## config.mk

```make
export PLATFORM = sky130hd
export DESIGN_NAME = od_arb_tx
export DESIGN_NICKNAME = d
export VERILOG_FILES = /design/src/rtl/od_arb_tx.sv
export SDC_FILE = /design/constraint.sdc
export NUM_CORES = 1
export LEC_CHECK = 0
export CELL_PAD_IN_SITES_DETAIL_PLACEMENT = 0
export CELL_PAD_IN_SITES_GLOBAL_PLACEMENT = 1
export CORE_MARGIN = 5
export CORE_UTILIZATION = 39
export DETAILED_ROUTE_END_ITERATION = 12
export HOLD_SLACK_MARGIN = 0.1
export PLACE_DENSITY_LB_ADDON = 0.3
export SLEW_MARGIN = 30
export SYNTH_ARGS = -nofsm -noshare
export SYNTH_HDL_FRONTEND = slang
export SYNTH_SLANG_ARGS = --single-unit
```

## constraint.sdc

```tcl
create_clock -name clk -period 1.6 [get_ports clk]
set_input_delay 0.24 -clock clk [delete_from_list [all_inputs] [get_ports clk]]
set_output_delay 0.24 -clock clk [all_outputs]
set_load 0.03 [all_outputs]
```

## src/rtl/od_arb_tx.sv

```systemverilog
// Bit-serial open-drain transmitter with wired-AND bitwise arbitration.
// Drives an external open-drain buffer and reads the resolved line back.
module od_arb_tx #(
    parameter int DATA_WIDTH   = 8,
    parameter int BIT_CYCLES   = 16,
    parameter int SAMPLE_POINT = 8
) (
    input  logic                  clk,
    input  logic                  rst_n,
    input  logic                  start,
    input  logic [DATA_WIDTH-1:0] tx_data,
    input  logic                  bus_in,
    output logic                  od_enable,
    output logic                  od_data,
    output logic                  busy,
    output logic                  done,
    output logic                  arb_lost,
    output logic                  frame_err,
    output logic [DATA_WIDTH-1:0] rx_data
);

    localparam int CW = $clog2(BIT_CYCLES + 1);
    localparam int IW = (DATA_WIDTH > 1) ? $clog2(DATA_WIDTH) : 1;

    localparam logic [CW-1:0] BC_LAST  = CW'(BIT_CYCLES - 1);
    localparam logic [CW-1:0] BC_SAMP  = CW'(SAMPLE_POINT);
    localparam logic [CW-1:0] IDLE_MAX = CW'(BIT_CYCLES);
    localparam logic [IW-1:0] IDX_TOP  = IW'(DATA_WIDTH - 1);

    localparam logic [2:0] S_IDLE  = 3'd0;
    localparam logic [2:0] S_WAIT  = 3'd1;
    localparam logic [2:0] S_START = 3'd2;
    localparam logic [2:0] S_DATA  = 3'd3;
    localparam logic [2:0] S_STOP  = 3'd4;

    logic                  s1;
    logic                  s2;
    logic                  bus_s;
    logic [CW-1:0]         idle_cnt;
    logic                  bus_idle;

    logic [2:0]            state;
    logic [CW-1:0]         bit_cnt;
    logic [CW-1:0]         bit_nx;
    logic [IW-1:0]         data_idx;
    logic [DATA_WIDTH-1:0] txr;
    logic                  lost;
    logic                  fin;

    logic                  bit_end;
    logic                  samp;
    logic                  cur_bit;
    logic                  accept;
    logic                  lose;
    logic                  drive;

    // Synchroniser idles high so a reset never looks like bus activity
    always_ff @(posedge clk or negedge rst_n) begin
        if (!rst_n) begin
            s1 <= 1'b1;
            s2 <= 1'b1;
        end else begin
            s1 <= bus_in;
            s2 <= s1;
        end
    end

    assign bus_s = s2;

    always_ff @(posedge clk or negedge rst_n) begin
        if (!rst_n) begin
            idle_cnt <= '0;
        end else if (!bus_s) begin
            idle_cnt <= '0;
        end else if (idle_cnt != IDLE_MAX) begin
            idle_cnt <= idle_cnt + 1'b1;
        end
    end

    assign bus_idle = (idle_cnt == IDLE_MAX);

    assign bit_end = (bit_cnt == BC_LAST);
    assign samp    = (bit_cnt == BC_SAMP);
    assign bit_nx  = bit_end ? '0 : bit_cnt + 1'b1;
    assign cur_bit = txr[data_idx];
    assign accept  = (state == S_IDLE) && !busy && start;

    // A recessive bit that reads back dominant means another master owns the bus
    assign lose = (state == S_DATA) && samp && !lost
                  && cur_bit && !bus_s;

    assign drive = (state == S_START)
                   || ((state == S_DATA) && !lost && !cur_bit);

    always_ff @(posedge clk or negedge rst_n) begin
        if (!rst_n) begin
            state    <= S_IDLE;
            bit_cnt  <= '0;
            data_idx <= '0;
            txr      <= '0;
            lost     <= 1'b0;
            fin      <= 1'b0;
        end else begin
            fin <= 1'b0;
            unique case (state)
                S_IDLE: begin
                    if (accept) begin
                        txr      <= tx_data;
                        lost     <= 1'b0;
                        bit_cnt  <= '0;
                        data_idx <= IDX_TOP;
                        state    <= bus_idle ? S_START : S_WAIT;
                    end
                end
                S_WAIT: begin
                    if (bus_idle) begin
                        bit_cnt <= '0;
                        state   <= S_START;
                    end
                end
                S_START: begin
                    bit_cnt <= bit_nx;
                    if (bit_end) begin
                        state <= S_DATA;
                    end
                end
                S_DATA: begin
                    bit_cnt <= bit_nx;
                    if (lose) begin
                        lost <= 1'b1;
                    end
                    if (bit_end) begin
                        if (data_idx == '0) begin
                            state <= S_STOP;
                        end else begin
                            data_idx <= data_idx - 1'b1;
                        end
                    end
                end
                S_STOP: begin
                    bit_cnt <= bit_nx;
                    if (bit_end) begin
                        fin   <= 1'b1;
                        state <= S_IDLE;
                    end
                end
                default: begin
                    state <= S_IDLE;
                end
            endcase
        end
    end

    // Outputs trail the sequencer by one cycle; busy spans the whole frame
    always_ff @(posedge clk or negedge rst_n) begin
        if (!rst_n) begin
            od_enable <= 1'b0;
            od_data   <= 1'b1;
            busy      <= 1'b0;
            done      <= 1'b0;
            arb_lost  <= 1'b0;
            frame_err <= 1'b0;
            rx_data   <= '0;
        end else begin
            od_enable <= drive;
            od_data   <= !drive;
            done      <= fin;
            if (accept) begin
                busy      <= 1'b1;
                arb_lost  <= 1'b0;
                frame_err <= 1'b0;
            end else if (fin) begin
                busy     <= 1'b0;
                arb_lost <= lost;
            end
            if ((state == S_DATA) && samp) begin
                rx_data <= {rx_data[DATA_WIDTH-2:0], bus_s};
            end
            if ((state == S_STOP) && samp && !bus_s) begin
                frame_err <= 1'b1;
            end
        end
    end

endmodule

```

==> impl_metrics.tcl, run 1 <==
set metrics [dict create \
    timing_worst_slew_pin_value_ps 493 \
    cpLargestDelayFamily "flip-flops" \
    timing.critical_path.arrival_ps 1750 \
    design.die.area_um2 6480 \
    ctsHtreeMaxLevel 2 \
    routedWlPerCell_um 14.5 \
    clkSinkCount 42 \
    hold_violations 0 \
    finalNetCount 229 \
    ctsRootBufferMaster "clkbuf_8" \
    fin_crit_ps 1570 \
    number_of_antenna_violations_at_the_first_check_in_global_routing 0 \
    chipWidth_um 80.5 \
    cp-end-kind "flop" \
    floorplan.io_pins 26 \
    hold_path.class "in2reg" \
    drt_pre_antenna_iters 4 \
    overflow 0 \
    post_synth_instance_area_um2 1940 \
    viasPerCell 4.94 \
    synth_edf_count 0 \
    cellLeakagePower_uw 0.00131 \
    synthesis.nets 175 \
    drt-initial-drc-count 44 \
    irDropWorstVdd_uv 324 \
    power.switching_uw 434 \
    area_added_between_synthesis_and_finish_pct 35.9 \
    cp_cell_sequence "inv_2 > ha_1 > nor4bb_4 > buf_4 > nand2_4 > buf_6 > mux2_2" \
    clock.fmax_mhz 639 \
    clock_insertion_delay_worst_skew_ps 290 \
    grt_setup_unrepaired "true" \
    synthesis.instances 157 \
    yosys_warnings 0 \
    layout_cell_share_with_drive_strength_beyond_1_pct 34.9 \
    combPwrFrac_pct 7.1 \
    ys_seq_area_share_pct 54.4 \
    post-route-cell-area_um2 2640 \
    worst_ep_required_time_ps 1780 \
    grt_start_max_net_pins 23 \
    n_antenna_cell 0 \
    floorplan.initialDensity_pct 40.5 \
    fin_total_pwr_uw 1950 \
    synth_ff_type "dfrtp_1" \
    dp_worst_setup_slack_ps -99.9 \
    cp.buffers_inverters 3 \
    tritoncts "done" \
    max_cap_viol_count 0 \
    cts_made_buffers 5 \
    worst_setup_path_start_kind "flop" \
    max-slew-margin-rel_pct 67.1 \
    worst_setup_hold_path_clk_slew_ps 80 \
    cts_buffer_depth 2 \
    pwr-share-clk_pct 36.0 \
    post-dp-hpwl_um 2890 \
    sequentialPowerShare_pct 57.0 \
    die_y_um 80.5 \
    cell_internal_pwr_uw 1510 \
    synth_top_area_cell "dfrtp_1" \
    final_gp_congestion 0.805 \
    synthArstFlopShare_pct 100 \
    power_per_cell_area_nw_per_um2 739 \
    fin_crit_sh_pct 97.9 \
    port_buffers 25 \
    synth.top_cell.area_share_pct 50.3 \
    criticalPathCategory "reg2reg" \
    postRouteWirelength_um 4050 \
    number_of_global_route_vias_before_repair 1412 \
    fin_worst_hold_slack_ps 355 \
    timing.critical_path.slowest_stage_cell "dfrtp_1" \
    gr-usage-all-layers_pct 13.6 \
    setup_viol 0 \
    detailroute.via_count 1378 \
    post_synth_main_area_contributors "dfrtp_1 (50%), mux2_2 (10%), dfstp_2 (4.1%)" \
    synth.avg_cell_area_um2 12.4 \
    run_status "finished, final reports clean" \
    placed_instance_area_um2 2410 \
    worst-path-max-fanout 5 \
    timing_max_transition_violations_final 0 \
    finClkSkew_ps 5.51 \
    ys_seq_elements 42 \
    drt_drc_violations_left 0 \
    synth.lib_cells_used.distinct 37 \
    antenna_left 0 \
    row_count 25 \
    power_switching_share_pct 22.3 \
    timing.critical_path.slowest_cell_delay_ps 420 \
    grt_pass1_wl_um 6670 \
    final.setup.worst_slack_ps 34.0 \
    design.core.area_um2 4790 \
]
## power groups by stage
stage / sequential, uW / combinational (uW) / clock, uW
final: 1110 / 138 / 701
after global routing: 1110 / 154 / 761
after CTS: 1110 / 132 / 728
after detailed placement: 1130 / 126 / 0
after global placement: 1130 / 121 / 0
after floorplan: 1130 / 51.6 / 0
## path summary, 6_finish.rpt
check | start | endpoint | slack, ps | depth (start not counted)
worst min register to register | s1 | bus_s | 350 | 0
max in group asynchronous | rst_n | data_idx[1] | 650 | 3
worst max register to register | bit_cnt[1] | rx_data[3] | 30 | 7
worst min-delay path | bus_in | s1 | 350 | 1
min in group asynchronous | rst_n | rx_data[2] | 440 | 2
worst max-delay path | bit_cnt[1] | rx_data[3] | 30 | 7
## registers in the layout (all words and copies together), names as in the netlist
register,count
bit_cnt,5
bus_s,1
data_idx,3
done,1
rx_data,8
od_data,1
busy,1
state,3
fin,1
od_enable,1
arb_lost,1
txr,8
idle_cnt,5
s1,1
lost,1
frame_err,1
## cell usage after synthesis (3+ instances only)
| library cell | number |
|---|---|
| a311oi_1 | 3 |
| buf_2 | 3 |
| nand3_1 | 5 |
| xnor2_1 | 4 |
| mux2i_1 | 3 |
| nand2_1 | 8 |
| dfrtp_1 | 39 |
| o21ai_0 | 5 |
| inv_1 | 10 |
| nand2b_1 | 3 |
| mux2_2 | 18 |
| a21oi_1 | 4 |
| and2_1 | 4 |
| ha_1 | 6 |
| nor2_1 | 9 |
| dfstp_2 | 3 |
| nor2b_1 | 3 |
## timing repair
item	in CTS	in global routing
hold buffers	1	0
setup buffers	1	3
gates resized for setup	13	26
cloned	0	1
endpoints found under the hold margin	17	0
pin swaps	2	5
setup endpoints to repair	17	22
## worst register-to-register path, delay by kind of cell, from the launching register on
kind / cells / cell delay [ps]
mux: 1 / 260
flops: 1 / 420
buf+inv: 3 / 370
simple gates: 2 / 260
fa+ha+maj: 1 / 140
## routing by layer
metal  part of all wire (%)  up-vias  track usage [%]  wire length [um]
met2                     50       32             21.6              2020
met3                    4.5        6             4.15               182
met5                      0        -                0                 0
met1                     45      675             17.3              1800
met4                    1.0        0             5.07                42
li1                       -      665                -                 -
## metrics by stage
step	utilization, %	instances	TNS (ps)
6_report	55.1	279	0
5_1_grt	55.1	279	-147
4_1_cts	52.9	275	0
3_5_place_dp	50.4	265	-1540
3_3_place_gp	50.4	265	-944
2_1_floorplan	-	157	0
## cell usage in the layout, fill, tap and decap left out, types with 2 or more instances in the layout
master,count
o21ai_2,2
clkdlybuf4s50_1,13
buf_6,4
inv_2,2
nand2_1,7
a31oi_1,2
and2_1,4
o22ai_1,2
xnor2_1,4
a311oi_2,2
dfstp_2,3
ha_1,4
dfrtp_1,37
a32o_1,2
dlymetal6s2s_1,7
a21oi_1,4
dfrtp_2,2
mux4_2,2
nand3_1,5
mux2i_1,3
o21ai_0,3
nor2_1,9
nor2b_1,2
buf_4,21
clkbuf_8,6
mux2_2,17
inv_1,8
nand2b_1,3
dlygate4sd2_1,4
a211oi_1,2
## logic make-up (layout without fill, tap and decap cells)
group,count (synthesis),in the layout,share of synthesized area [%]
adders and majority gates,6,6,3.87
and+or+nand+nor,40,40,11.9
AOI/OAI and AO/OA,26,26,9.35
DFF,42,42,54.4
muxes,23,23,14.7
buffers and inverters,15,70,3.48
xor gates and xnor gates,5,5,2.26
## area by class of cell
| type | count | area [um^2] |
|---|---|---|
| clock buffer | 7 | 86.3 |
| clock inverter | 1 | 5.00 |
| fill | 432 | 2150 |
| inverter | 10 | 37.5 |
| multi-input combinational | 100 | 875 |
| sequential | 42 | 1060 |
| tap | 67 | 83.8 |
| timing repair buffer | 52 | 490 |
Note: power is estimated with default switching activity, not from simulation.
==> run 2, diff against run 1 <==
--- a/config.mk
+++ b/config.mk
@@ -7,7 +7,6 @@
 export LEC_CHECK = 0
 export CELL_PAD_IN_SITES_DETAIL_PLACEMENT = 0
 export CELL_PAD_IN_SITES_GLOBAL_PLACEMENT = 1
-export CORE_MARGIN = 5
 export CORE_UTILIZATION = 39
 export DETAILED_ROUTE_END_ITERATION = 12
 export HOLD_SLACK_MARGIN = 0.1
==> run 2 against run 1 <==
  * Critical path depth shrank 6
  * Maximum frequency grew 1.4%
  * Wire length grew 1.9%
  * Hold slack lost 8.3 ps
  * Clock skew grew 2.7 ps
  * Critical path type is now reg2out
  * Critical endpoint is now rx_data[7]
  * Highest routed layer unchanged
==> impl_metrics.tcl, run 2 (synthesis results as in run 1) <==
set metrics [dict create \
    run_status "finished, final reports clean" \
    number_of_antenna_violations_at_the_first_check_in_global_routing 0 \
    worst_setup_hold_path_clk_slew_ps 80 \
    worstHoldStart "bus_in" \
    overflow 0 \
    cellLeakagePower_uw 0.00127 \
    design.core.area_um2 4750 \
    design.die.area_um2 5260 \
    critical_path_origin "rx_data[7]" \
    post-dp-hpwl_um 3000 \
    detailroute.via_count 1395 \
    routedWlPerCell_um 14.9 \
    final.setup.worst_slack_ps 55.7 \
    clock.fmax_mhz 648 \
    worst_setup_path_start_kind "flop" \
    instances_no_fill 277 \
    cts_buffer_depth 2 \
    ctsRootBufferMaster "clkbuf_8" \
    floorplan.io_pins 26 \
    post-route-cell-area_um2 2670 \
    n_antenna_cell 0 \
    number_of_global_route_vias_before_repair 1524 \
    cp.buffers_inverters 1 \
    floorplan.initialDensity_pct 40.8 \
    max_cap_viol_count 0 \
    max-slew-margin-rel_pct 65.5 \
    fin_setup_tns_ps 0 \
    timing_worst_slew_pin_value_ps 517 \
    cpLargestDelayFamily "buffers and inverters" \
    layout_commonest_cell "dfrtp_1" \
    power_per_cell_area_nw_per_um2 840 \
    drt-initial-drc-count 64 \
    layout.cells.most_common_list "dfrtp_1 (38), buf_4 (20), mux2_2 (17)" \
    timing_max_transition_violations_final 0 \
    irDropWorstVdd_uv 646 \
    worst_ep_required_time_ps 1360 \
    ctsHtreeMaxLevel 2 \
    top_regs "rx_data x8, txr x8" \
    layout_cell_share_with_drive_strength_beyond_1_pct 33.3 \
    placed_instance_area_um2 2420 \
    chipWidth_um 72.5 \
    timing.critical_path.slowest_cell_delay_ps 660 \
    antenna_left 0 \
    grt_start_max_net_pins 43 \
    cp_cell_sequence "clkdlybuf4s50_1" \
    finClkSkew_ps 8.23 \
    rr_startpoint "data_idx[1]" \
    hold_violations 0 \
    timing.critical_path.arrival_ps 1300 \
    cp-end-kind "primary output" \
    gr-usage-all-layers_pct 17.8 \
    hold_path.class "in2reg" \
    drt_drc_violations_left 0 \
    tritoncts "done" \
    fin_total_pwr_uw 2240 \
    grt_pass1_wl_um 6980 \
    cts_made_buffers 5 \
    area_added_between_synthesis_and_finish_pct 37.8 \
    clock_insertion_delay_worst_skew_ps 300 \
    fin_crit_ps 1540 \
    grt_setup_unrepaired "true" \
    clkSinkCount 42 \
    drt_pre_antenna_iters 4 \
    die_y_um 72.5 \
    setup_viol 0 \
    timing.critical_path.slowest_stage_cell "clkdlybuf4s50_1" \
    fin_crit_sh_pct 96.5 \
    row_count 25 \
    dp_worst_setup_slack_ps -104 \
    criticalPathCategory "reg2out" \
    postRouteWirelength_um 4120 \
    port_buffers 25 \
    finalNetCount 227 \
    dp_cells 267 \
    viasPerCell 5.04 \
    final_gp_congestion 0.817 \
    worst-path-max-fanout 2 \
]
## run 2: changes by cell type in the layout (fill, tap and decap cells not counted), moves of 2 or more
cell,previous run,this run
dlymetal6s2s_1,7,3
inv_1,8,10
bufinv_16,0,2
dlygate4sd2_1,4,8
inv_2,2,0
a21boi_0,0,2
## run 2: final timing paths
kind	slack, ps	depth (start not counted)	endpoint
max in group asynchronous	680	3	busy
hold / removal	350	1	s1
setup / recovery	60	1	rx_data[7]
min in group asynchronous	540	3	rx_data[5]
hold reg to reg	370	0	bus_s
setup reg to reg	60	4	od_enable
## run 2: final cells by class
type | count | area [um^2]
inverters | 10 | 37.5
repair buffers | 50 | 457
clock inverters | 3 | 68.8
flip-flops and latches | 42 | 1060
well taps | 67 | 83.8
clock buffers | 5 | 68.8
multi-input cells | 100 | 901
fillers | 402 | 2080
## run 2: timing repair
action,in CTS,in global routing
endpoints found under the setup margin,20,21
gates resized for setup,14,20
buffers inserted,1,0
hold endpoints to repair,39,0
hold buffers,1,0
pin swaps,0,3
## run 2: power breakdown
part	internal (uW)	switching [uW]	total, uW
combinational	78.4	63.7	142
clock	625	367	992
sequential	1090	22.1	1110
total	1790	453	2240
## run 2: per-stage QoR
step	util (%)	hold WS [ps]
floorplan	-	-55.6
global placement	51.0	329
detailed placement	51.0	341
CTS	54.4	332
global route	56.2	344
finish	56.2	347
## run 2: metal layers
metal	global-route usage, %	up-vias	share of wire (%)
met2	31.4	35	52
met1	20.1	693	42
met3	4.31	7	3.9
met5	0	-	0
met4	8.93	0	1.9
li1	-	660	-
